`config.mk`:
```
export PLATFORM = sky130hd
export DESIGN_NAME = clk_div_prog
export DESIGN_NICKNAME = d
export VERILOG_FILES = /design/src/rtl/clk_div_prog.sv
export SDC_FILE = /design/constraint.sdc
export NUM_CORES = 1
export LEC_CHECK = 0
export CAP_MARGIN = 20
export CORE_ASPECT_RATIO = 0.9
export CORE_UTILIZATION = 45
export CTS_BUF_LIST = sky130_fd_sc_hd__clkbuf_2
export CTS_CLUSTER_DIAMETER = 100
export DETAILED_ROUTE_END_ITERATION = 8
export GPL_TIMING_DRIVEN = 0
export PLACE_DENSITY = 0.67
export SLEW_MARGIN = 40
export SYNTH_ARGS = -nofsm -noshare
export SYNTH_HDL_FRONTEND = slang
export SYNTH_SLANG_ARGS = --single-unit
```
`constraint.sdc`:
```
create_clock -name CLK -period 6.1 [get_ports CLK]
set_input_delay 1.22 -clock CLK [delete_from_list [all_inputs] [get_ports CLK]]
set_output_delay 1.22 -clock CLK [all_outputs]
set_load 0.005 [all_outputs]
```
`src/rtl/clk_div_prog.sv`:
```
// Programmable clock divider: divided square wave plus a per-period tick.
// Divisor updates are deferred to period boundaries so no period mixes rates.
module clk_div_prog #(
   parameter int WIDTH       = 16,
   parameter int DIV_DEFAULT = 2002
) (
   input  logic             CLK,
   input  logic             RST,
   input  logic             EN,
   input  logic [WIDTH-1:0] DIV_IN,
   input  logic             DIV_LOAD,
   output logic             DIV_BUSY,
   output logic             DIV_ERR,
   output logic             CLK_out,
   output logic             TICK
);

   localparam logic [WIDTH-1:0] ONE  = WIDTH'(1);
   localparam logic [WIDTH-1:0] TWO  = WIDTH'(2);
   localparam logic [WIDTH-1:0] DEFV = WIDTH'(DIV_DEFAULT);

   logic [WIDTH-1:0] cnt_q, cnt_d;
   logic [WIDTH-1:0] div_q, div_d;
   logic [WIDTH-1:0] pend_q, pend_d;
   logic             busy_q, busy_d;
   logic             err_q, err_d;
   logic             clk_q, clk_d;
   logic             tick_q, tick_d;

   logic [WIDTH-1:0] half;
   logic             last;
   logic             mid;
   logic             ld_ok;
   logic             ld_bad;

   // Period decode: low phase is ceil(D/2) cycles, boundary at D-1.
   always_comb begin
      half   = div_q - (div_q >> 1);
      last   = (cnt_q == div_q - ONE);
      mid    = (cnt_q == half - ONE);
      ld_bad = DIV_LOAD && (DIV_IN < TWO);
      ld_ok  = DIV_LOAD && (DIV_IN >= TWO);
   end

   // Counter and output waveform generation.
   always_comb begin
      cnt_d  = '0;
      clk_d  = 1'b0;
      tick_d = 1'b0;
      if (EN) begin
         if (last) begin
            cnt_d  = '0;
            clk_d  = 1'b0;
            tick_d = 1'b1;
         end else begin
            cnt_d = cnt_q + ONE;
            clk_d = mid ? 1'b1 : clk_q;
         end
      end
   end

   // Divisor bookkeeping: pending value swaps in only at a boundary or idle.
   always_comb begin
      div_d  = div_q;
      pend_d = pend_q;
      busy_d = busy_q;
      err_d  = ld_bad;
      if (EN) begin
         if (last && busy_q) begin
            div_d  = pend_q;
            busy_d = 1'b0;
         end
         if (ld_ok) begin
            pend_d = DIV_IN;
            busy_d = 1'b1;
         end
      end else begin
         if (busy_q) begin
            div_d  = pend_q;
            busy_d = 1'b0;
         end
         if (ld_ok) begin
            div_d = DIV_IN;
         end
      end
   end

   // State register with synchronous reset.
   always_ff @(posedge CLK) begin
      if (RST) begin
         cnt_q  <= '0;
         div_q  <= DEFV;
         pend_q <= '0;
         busy_q <= 1'b0;
         err_q  <= 1'b0;
         clk_q  <= 1'b0;
         tick_q <= 1'b0;
      end else begin
         cnt_q  <= cnt_d;
         div_q  <= div_d;
         pend_q <= pend_d;
         busy_q <= busy_d;
         err_q  <= err_d;
         clk_q  <= clk_d;
         tick_q <= tick_d;
      end
   end

   assign DIV_BUSY = busy_q;
   assign DIV_ERR  = err_q;
   assign CLK_out  = clk_q;
   assign TICK     = tick_q;

endmodule

```
Word-level counts from Yosys, hierarchy flattened
Index checks and enable logic that the tools add are counted.
Operators by class
  add/sub/neg operators: 4
  $lt $le $gt $ge: 2
  equal/unequal tests: 3
  reduce and logical (&&, ||, !) cells: 9
  bitwise logic cells: 1
  muxes and demuxes: 7
Operator list (number)
  $mux W16: 4
  $eq A16 B16 Y1: 2
  $sub A16 B1 Y16 const B: 2
  $add A16 B1 Y16 const B: 1
  $ge A16 B2 Y1 const B: 1
  $lt A16 B2 Y1 const B: 1
  $sub A16 B15 Y16: 1
  $reduce_and A2 Y1: 2
  $logic_and A1 B1 Y1: 3
  $mux W1: 3
  $reduce_bool A3 Y1: 1
  $reduce_or A3 Y1: 1
  $ne A2 B1 Y1 const B: 1
  $reduce_bool A2 Y1: 1
  $reduce_or A2 Y1: 1
  $not A1 Y1: 1
Word-level totals
  register bits: 52
  word-level logic and storage cells: 33
  input bits: 20

Logic depth before layout (Yosys ltp)
Gate-level depths: netlist of the first run.
  depth after elaboration: 5
  gate-level depth with buffers: 11
  gate-level depth less buffers: 11

Worst setup path before layout of the first run
Ideal clock, no wire load.
  path type: input port to flip-flop
  start point: input port DIV_LOAD
  end point: register div_q[11]
  stages: 6
  path slack: 3.075 ns
  buffers on the path: 2
  data arrival time: 2.903 ns
  cells stage by stage: clkbuf_1 -> nand2_1 -> nor2_1 -> clkbuf_1 -> mux2_2 -> a221o_1
On the way
  longest elaborated chain between the ends: 3
  elaborated cells on any way between the ends: 5
  those cells by class: mux (2); reduce/logical (3)
Ends and longest elaborated chain
  start, declared: line 11  | input logic DIV_LOAD,
  $logic_and A1 B1 Y1 (*): line 42  | ld_ok = DIV_LOAD && (DIV_IN >= TWO);
  $reduce_bool A3 Y1 (no source line) or $mux W16 (tied branches)
  $reduce_and A2 Y1 (no source line) or $mux W16 (tied branches)
  end signal, assigned: line 100  | div_q <= div_d;
  end, declared: line 23  | logic [WIDTH-1:0] div_q, div_d;
Every way passes the cells marked *; elsewhere a longest branch is shown, timed or not.
A chain may end at the register's enable or synchronous reset.

Worst setup path in the final report of the first run
  start point: register div_q[1]
  end point: register clk_q (netlist: CLK_out)
On the way
  longest elaborated chain between the ends: 3
  elaborated cells on any way between the ends: 6
  those cells by class: add/sub (3); eq/ne (2); reduce/logical (1)
Ends and longest elaborated chain
  $sub A16 B15 Y16 or $sub A16 B1 Y16 (tied branches): line 38, 39
  $sub A16 B1 Y16 or $eq A16 B16 Y1 (tied branches): line 40, 39
  $eq A16 B16 Y1 or $reduce_or A3 Y1 (tied branches)
  end signal, assigned: line 104  | clk_q <= clk_d;
  end, declared: line 27  | logic clk_q, clk_d;
Several ways; a longest one is shown, not always the timed one.

==> impl_metrics.json, run 1 <==
{
  "ys_ff_latch": 52,
  "seq_area_frac_synth_pct": 24.8,
  "startpoint_type": "flop",
  "p_clk_share_pct": 17.9,
  "ios": 24,
  "multi_input_area_sq_um": 2940,
  "cts_sinks": 52,
  "crit_required_ns": 6.47,
  "yosys.cell_types.count": 62,
  "ys.warnings.count": 0,
  "nets": 612,
  "insertion_delay_ns": 0.42,
  "holdPathStages": 2,
  "fin_crit_sh_pct": 61.6,
  "power_leakage_nw": 1.73,
  "grt_pass1_wl_mm": 17.1,
  "r2r-end": "CLK_out$_SDFFE_PP0N_",
  "reg2reg_from": "div_q[1]$_SDFFE_PP1P_",
  "cts_max_path_buffers": 2,
  "cts.repair.resized": 0,
  "min-delay-path-class": "reg -> reg",
  "netlist_area_sq_um": 4200,
  "drv_slew": 0,
  "antenna_found_initial": 0,
  "syn_inst": 519,
  "ir_drop_v": 0.000118,
  "startpoint": "div_q[1]$_SDFFE_PP1P_",
  "rsz0062_at_grt": "false",
  "io_buffers": 22,
  "powerDensity_nw_per_um2": 164,
  "synth.avg_cell_area_sq_um": 8.10,
  "num-fill-cells": 920,
  "setup_viol": 0,
  "synth_edf_count": 0,
  "dr.pass1.iters": 4,
  "async_flop_share_pct": 0,
  "wirelength_mm": 10.3,
  "dpl.hpwl_mm": 8.35,
  "fin_crit_ns": 3.76,
  "hp-start": "pend_q[7]$_SDFFE_PP0P_",
  "cp_data_arrival_time_ns": 4.13,
  "wl_per_cell_microns": 15.4,
  "layout_common_cells": "dfxtp_1 (52), nand2_1 (43), ha_1 (43)",
  "cp_max_fo": 4,
  "r2r_slack_ns": 2.34,
  "clockRootBuffer": "clkbuf_2",
  "grt_pass1_vias": 3625,
  "p_seq_share_pct": 48.7,
  "cts_buffers": 5,
  "gp_congestion": 0.889,
  "status": "finished, final reports clean",
  "path_clk_slew_ns": 0.25,
  "skew_ns": 0.0209,
  "syn_to_final_growth_pct": 9.79,
  "worstRegToRegCells": 11,
  "final_antenna_net_count": 0,
  "drv_cap": 0,
  "slew_headroom_pct": 41.5,
  "p_int_mw": 0.494,
  "rows": 33,
  "htreeDepth": 2,
  "start_util_pct": 46.3,
  "grt_usage_pct": 21.8,
  "coreArea_sq_um": 9080,
  "vias": 3735,
  "fp.dieArea_sq_um": 9730,
  "max_freq_mhz": 266,
  "die_x_microns": 104,
  "cts_tree": "done",
  "worstSetupPathType": "reg -> reg",
  "post-route-util_pct": 50.8,
  "cts_setup_buffers": 0,
  "power_mw": 0.759,
  "end_kind": "flop",
  "diodes": 0,
  "drc": 0,
  "p_sw_share_pct": 34.9,
  "vias_per_cell": 5.57,
  "combPwrFrac_pct": 33.4,
  "grt_max_degree": 15,
  "worst_pin_slew_ns": 0.856,
  "die_h_microns": 93.7,
  "grt_overflow_total": 0,
  "hold_end": "pend_q[7]$_SDFFE_PP0P_",
  "layout.area.seq_sq_um": 1040,
  "hold_violations": 0,
  "drt_iter0_drc": 157,
  "synth.net_count": 583,
  "dominantRegCellSynth": "dfxtp_1",
  "setup_tns_ns": 0,
  "mostFrequentLayoutCell": "dfxtp_1",
  "drive_gt1_share_pct": 5.10,
  "p_sw_mw": 0.265,
  "cts_hold_buffers": 0
}
[cell type report]
type	instances	share of cell area, %
plain buffers	22	1.98
clock buffers	7	0.759
clock inverters	1	0.0813
inverters	35	2.85
multi-input cells	410	63.7
flip-flops and latches	52	22.6
well taps	122	3.31
repair buffers	22	4.77
[cells in the mapped netlist, types with 3 or more instances]
library cell  instances  area share, %
a22oi_1               3           0.54
nor2_1               35            3.1
a21oi_1              42            5.0
nand3_1              37            4.4
a221o_1              11            2.6
or2_2                 3           0.45
or3_1                 5           0.74
o21bai_1              3           0.54
nor3_1                5           0.60
nor3b_1               3           0.54
nor2b_1               7            1.0
mux2i_1              11            2.6
o21ai_0               8           0.95
ha_1                 43             13
a211oi_1             13            2.3
inv_1                34            3.0
o211ai_1              4           0.71
mux2_2                4            1.1
and3_1                7            1.0
xnor2_1              32            6.7
dfxtp_1              52             25
buf_2                 3           0.36
xor2_1               23            4.8
nand2_1              43            3.8
clkbuf_1             14            1.2
buf_1                 3           0.27
nand4_1               5           0.74
nor4_1                5           0.74
a41oi_1              10            2.1
nand2b_1             11            1.6
[how the worst max path moves through the flow]
stage	endpoint	slack, ns	cells past startpoint
3_5_place_dp	div_q[11]$_SDFFE_PP0P_	2.32	8
5_1_grt	CLK_out$_SDFFE_PP0N_	2.07	11
6_report	CLK_out$_SDFFE_PP0N_	2.34	11
4_1_cts	CLK_out$_SDFFE_PP0N_	2.29	11
2_1_floorplan	div_q[11]$_SDFFE_PP0P_	3.07	6
3_3_place_gp	div_q[12]$_SDFFE_PP0P_	2.31	8
[state kept, by name, summed over array words and instances (netlist names)]
| signal | flops |
|---|---|
| div_q | 16 |
| DIV_ERR | 1 |
| CLK_out | 1 |
| cnt_q | 16 |
| pend_q | 16 |
| DIV_BUSY | 1 |
| TICK | 1 |
[power groups by stage]
stage / sequential [mW] / combinational (mW) / clock [mW]
global route: 0.372 / 0.281 / 0.153
finish: 0.369 / 0.254 / 0.136
CTS: 0.369 / 0.252 / 0.139
global placement: 0.375 / 0.245 / 0
floorplan: 0.370 / 0.188 / 0
detailed placement: 0.376 / 0.249 / 0
[kinds of logic after synthesis]
kind of cell             share of synthesized area [%]
XOR/XNOR                                          11.8
AO/OA/AOI/OAI                                     20.5
flip-flops                                        24.8
AND/OR/NAND/NOR                                   20.6
adder cells (fa/ha/maj)                           13.3
multiplexers                                      3.69
buffers and inverters                             5.30
[layer usage]
layer	vias to the layer above	share of wire, %	wire [microns]	track usage, %
li1	1899	-	-	-
met1	1753	50	5140	28.1
met2	70	46	4750	38.8
met3	13	2.6	263	2.08
met4	0	1.4	146	6.19
met5	-	0	0	0
[through the flow]
step                std cells  hold WS [ns]  area (sq um)  setup slack [ns]
floorplan                 519         0.436          4200              3.07
global placement          663         0.440          4580              2.31
detailed placement        663         0.448          4580              2.32
CTS                       671         0.474          4620              2.29
global route              671         0.500          4620              2.07
finish                    671         0.474          4620              2.34
[worst max-delay path, cell delays in order, from the launching register on]
cell and delay [ns]:
dfxtp_1 0.51, inv_1 0.15, ha_1 0.23, fa_1 0.41, xor2_1 0.19, xnor2_1 0.18, a211o_1 0.24, a2111oi_0 0.76
nand4_1 0.20, a2111oi_0 0.55, a41oi_1 0.19, nor2_1 0.10
No activity file was read; power rests on OpenSTA's default activity.
==> run 2: changes to the inputs <==
clock period = 3.7 ns   (was 6.1 ns; I/O delays follow)
==> impl_metrics.json, run 2 (synthesis gave the netlist of run 1 again) <==
{
  "status": "finished, final reports clean",
  "min-delay-path-class": "reg -> reg",
  "cp_data_arrival_time_ns": 3.68,
  "cts_sinks": 52,
  "p_seq_share_pct": 48.5,
  "p_sw_mw": 0.440,
  "slew_headroom_pct": 52.9,
  "drc": 0,
  "met3_length_microns": 343,
  "wl_per_cell_microns": 15.4,
  "syn_to_final_growth_pct": 9.97,
  "rows": 33,
  "combPwrFrac_pct": 33.6,
  "dp_cells": 663,
  "layout_common_cells": "dfxtp_1 (52), nand2_1 (43), ha_1 (43)",
  "start_util_pct": 46.3,
  "worstSetupEndpoint": "CLK_out$_SDFFE_PP0N_",
  "die_x_microns": 104,
  "placed_area_sq_um": 4580,
  "fin_crit_sh_pct": 89.2,
  "path_clk_slew_ns": 0.25,
  "wirelength_mm": 10.3,
  "cts_setup_buffers": 0,
  "hold_violations": 0,
  "reg_top3": "cnt_q (16), div_q (16), pend_q (16)",
  "worstRegToRegCells": 11,
  "coreArea_sq_um": 9080,
  "grt_usage_pct": 21.8,
  "r2r_slack_ns": 0.40,
  "grt_pass1_vias": 3625,
  "setup_viol": 0,
  "insertion_delay_ns": 0.43,
  "p_clk_share_pct": 17.9,
  "final_antenna_net_count": 0,
  "ios": 24,
  "nets": 612,
  "power_leakage_nw": 1.74,
  "drt_iter0_drc": 200,
  "post-route-util_pct": 50.9,
  "rsz0062_at_grt": "false",
  "fp.dieArea_sq_um": 9730,
  "antenna_found_initial": 0,
  "startpoint": "div_q[1]$_SDFFE_PP1P_",
  "r2r-end": "CLK_out$_SDFFE_PP0N_",
  "p_int_mw": 0.816,
  "cts_buffers": 5,
  "cts_hold_buffers": 0,
  "skew_ns": 0.0262,
  "cp_max_fo": 4,
  "setup_tns_ns": 0,
  "htreeDepth": 2,
  "vias_per_cell": 5.56,
  "cts_tree": "done",
  "end_kind": "flop",
  "cts_max_path_buffers": 2,
  "grt_max_degree": 15,
  "reg2reg_from": "div_q[1]$_SDFFE_PP1P_",
  "gp_congestion": 0.889,
  "hp-start": "pend_q[7]$_SDFFE_PP0P_",
  "diodes": 0,
  "crit_required_ns": 4.08,
  "startpoint_type": "flop",
  "max_freq_mhz": 303,
  "fin_crit_ns": 3.30,
  "fin_area_sq_um": 4620,
  "clockRootBuffer": "clkbuf_2",
  "met1_length_mm": 5.06,
  "dpl.hpwl_mm": 8.35,
  "instances_no_fill": 671,
  "grt_overflow_total": 0,
  "dr.max_layer_used": "met4",
  "vias": 3734,
  "worstSetupPathType": "reg -> reg",
  "dr_wl_met2_mm": 4.79,
  "drv_cap": 0,
  "drv_slew": 0,
  "mostFrequentLayoutCell": "dfxtp_1",
  "p_sw_share_pct": 35.0,
  "io_buffers": 22,
  "ir_drop_v": 0.000194,
  "powerDensity_nw_per_um2": 272,
  "dr.pass1.iters": 4,
  "worst_pin_slew_ns": 0.707,
  "grt_pass1_wl_mm": 17.1,
  "drive_gt1_share_pct": 5.28,
  "whs_ns": 0.476,
  "die_h_microns": 93.7
}
==> run 2: how the worst min path moves through the flow <==
stage	to	depth (start not counted)
after CTS	pend_q[7]$_SDFFE_PP0P_	2
after detailed placement	pend_q[7]$_SDFFE_PP0P_	2
after floorplan	pend_q[10]$_SDFFE_PP0P_	2
after global placement	pend_q[1]$_SDFFE_PP0P_	2
after global routing	pend_q[10]$_SDFFE_PP0P_	2
final	pend_q[7]$_SDFFE_PP0P_	2
==> run 2: area by class of cell <==
type,instances,area [sq um]
plain buffers,22,91.3
multi-input cells,410,2950
flip-flops and latches,52,1040
clock buffers,7,35.0
inverters,35,131
repair buffers,22,220
clock inverters,1,3.75
well taps,122,153
fillers,918,4460
==> run 2: layer usage <==
metal  global-route usage (%)  vias up
met5                        0        -
met4                     6.19        0
met3                     2.08       10
met2                     38.8       79
met1                     28.1     1742
li1                         -     1903
==> run 2: what timing repair did <==
action,in CTS,in global routing
pin swaps,0,0
gates cloned,0,0
gates resized for setup,1,2
endpoints found under the setup margin,1,1
==> run 2: worst max-delay path, cell delays in order, from the launching register on <==
cell       delay, ns
dfxtp_1         0.50
inv_1           0.15
ha_1            0.22
fa_1            0.41
xor2_1          0.19
xnor2_1         0.18
a211o_1         0.26
a2111oi_2       0.45
nand4_1         0.17
a2111oi_1       0.46
a41oi_1         0.18
nor2_1          0.10
==> run 2: stage by stage <==
step	power, mW	setup slack, ns
floorplan	0.920	0.948
global placement	1.02	-0.0176
detailed placement	1.03	-0.0495
CTS	1.25	0.0277
global route	1.33	0.117
finish	1.26	0.398
==> run 2: power groups by stage <==
stage	Clock (mW)	Sequential, mW	Combinational [mW]
floorplan	0	0.610	0.310
global placement	0	0.619	0.404
detailed placement	0	0.620	0.411
CTS	0.229	0.609	0.416
global route	0.252	0.613	0.468
finish	0.225	0.609	0.423
==> run 3: changes to the inputs <==
CORE_MARGIN = 2   (was not set)
==> impl_metrics.json, run 3 (synthesis gave the netlist of run 1 again) <==
{
  "placed_area_sq_um": 4580,
  "cp_max_fo": 4,
  "status": "finished, final reports clean",
  "cts_tree": "done",
  "grt_use_met3_pct": 2.91,
  "coreArea_sq_um": 9080,
  "clockRootBuffer": "clkbuf_2",
  "rows": 33,
  "drive_gt1_share_pct": 5.28,
  "holdPathStages": 2,
  "crit_required_ns": 4.10,
  "drt_iter0_drc": 133,
  "post-route-util_pct": 51.2,
  "r2r-end": "CLK_out$_SDFFE_PP0N_",
  "cts_sinks": 52,
  "skew_ns": 0.0339,
  "insertion_delay_ns": 0.45,
  "cp_data_arrival_time_ns": 3.79,
  "reg_top3": "cnt_q (16), div_q (16), pend_q (16)",
  "grt_max_degree": 17,
  "grt_overflow_total": 0,
  "r2r_slack_ns": 0.31,
  "grt_pass1_vias": 3684,
  "die_x_microns": 106,
  "final_antenna_net_count": 0,
  "rsz0062_at_grt": "false",
  "wl_per_cell_microns": 16.1,
  "max_freq_mhz": 295,
  "end_kind": "flop",
  "drv_slew": 0,
  "grt_usage_pct": 22.0,
  "cts.repair.resized": 0,
  "layout.area.seq_sq_um": 1040,
  "fp.dieArea_sq_um": 10100,
  "layout_common_cells": "dfxtp_1 (52), nand2_1 (43), ha_1 (43)",
  "setup_viol": 0,
  "path_clk_slew_ns": 0.29,
  "cts_hold_buffers": 0,
  "num-fill-cells": 920,
  "vias_per_cell": 5.61,
  "drc": 0,
  "slew_headroom_pct": 54.5,
  "fin_crit_ns": 3.39,
  "dpl.hpwl_mm": 8.64,
  "met2_usage_pct": 38.1,
  "gp_congestion": 0.884,
  "hold_violations": 0,
  "powerDensity_nw_per_um2": 289,
  "worst_pin_slew_ns": 0.682,
  "dr.pass1.iters": 4,
  "fin_crit_sh_pct": 91.6,
  "mostFrequentLayoutCell": "dfxtp_1",
  "multi_input_area_sq_um": 2950,
  "worstSetupPathType": "reg -> reg",
  "hp-start": "pend_q[8]$_SDFFE_PP0P_",
  "grt_pass1_wl_mm": 17.8,
  "diodes": 0,
  "cts_max_path_buffers": 2,
  "min-delay-path-class": "reg -> reg",
  "antenna_found_initial": 0,
  "cts_setup_buffers": 0,
  "met1_usage_pct": 28.9,
  "start_util_pct": 46.3,
  "io_buffers": 22,
  "power_leakage_nw": 1.75,
  "top_usage_layer": "met2",
  "setup_tns_ns": 0,
  "startpoint_type": "flop",
  "hold_end": "pend_q[8]$_SDFFE_PP0P_",
  "drv_cap": 0,
  "vias": 3767,
  "syn_to_final_growth_pct": 10.6,
  "worstRegToRegCells": 11,
  "cts_buffers": 5,
  "fin_area_sq_um": 4650,
  "reg2reg_from": "div_q[1]$_SDFFE_PP1P_",
  "ir_drop_v": 0.000212,
  "nets": 612,
  "htreeDepth": 2,
  "wirelength_mm": 10.8,
  "die_h_microns": 95.7,
  "ios": 24
}
run 3: worst max path at each step:
stage | startpoint | end | slack (ns) | cells after the start
6_report | div_q[1]$_SDFFE_PP1P_ | CLK_out$_SDFFE_PP0N_ | 0.31 | 11
2_1_floorplan | div_q[1]$_SDFFE_PP1P_ | div_q[11]$_SDFFE_PP0P_ | 0.95 | 10
3_3_place_gp | div_q[1]$_SDFFE_PP1P_ | CLK_out$_SDFFE_PP0N_ | 0.07 | 11
4_1_cts | div_q[1]$_SDFFE_PP1P_ | CLK_out$_SDFFE_PP0N_ | 0.14 | 11
3_5_place_dp | div_q[1]$_SDFFE_PP1P_ | CLK_out$_SDFFE_PP0N_ | 0.20 | 11
5_1_grt | div_q[1]$_SDFFE_PP1P_ | cnt_q[9]$_SDFF_PP0_ | 0.05 | 11
run 3: through the flow:
stage | std cells | hold slack [ns] | setup WS [ns] | power, mW
3_3_place_gp | 663 | 0.440 | 0.0673 | 1.02
2_1_floorplan | 519 | 0.436 | 0.948 | 0.920
5_1_grt | 671 | 0.496 | 0.0461 | 1.42
3_5_place_dp | 663 | 0.446 | 0.203 | 1.04
6_report | 671 | 0.474 | 0.312 | 1.34
4_1_cts | 671 | 0.474 | 0.139 | 1.34
run 3: metal layers:
layer  wire length [microns]  up-vias
met5                       0        -
met4                     207        0
met3                     248       14
met2                    4920       57
met1                    5400     1795
li1                        -     1901
run 3: power by group:
part	switching, mW	total, mW	internal [mW]
Clock	0.192	0.306	0.114
Sequential	0.0266	0.610	0.583
Combinational	0.246	0.429	0.183
run 3: layout make-up:
| type | count | area share, % |
|---|---|---|
| Multi-Input combinational cell | 410 | 63.4 |
| Sequential cell | 52 | 22.4 |
| Timing Repair Buffer | 22 | 4.73 |
| Tap cell | 122 | 3.28 |
| Inverter | 35 | 2.82 |
| Buffer | 22 | 1.96 |
| Clock inverter | 3 | 0.915 |
| Clock buffer | 5 | 0.538 |
run 3: critical path, cell delays in order (launching register included):
cell and delay, ns:
dfxtp_1 0.52, inv_1 0.14, ha_1 0.22, fa_1 0.41
xor2_1 0.19, xnor2_1 0.19, a211o_1 0.26, a2111oi_2 0.49
nand4_1 0.18, a2111oi_0 0.50, a41oi_1 0.17, nor2_1 0.10
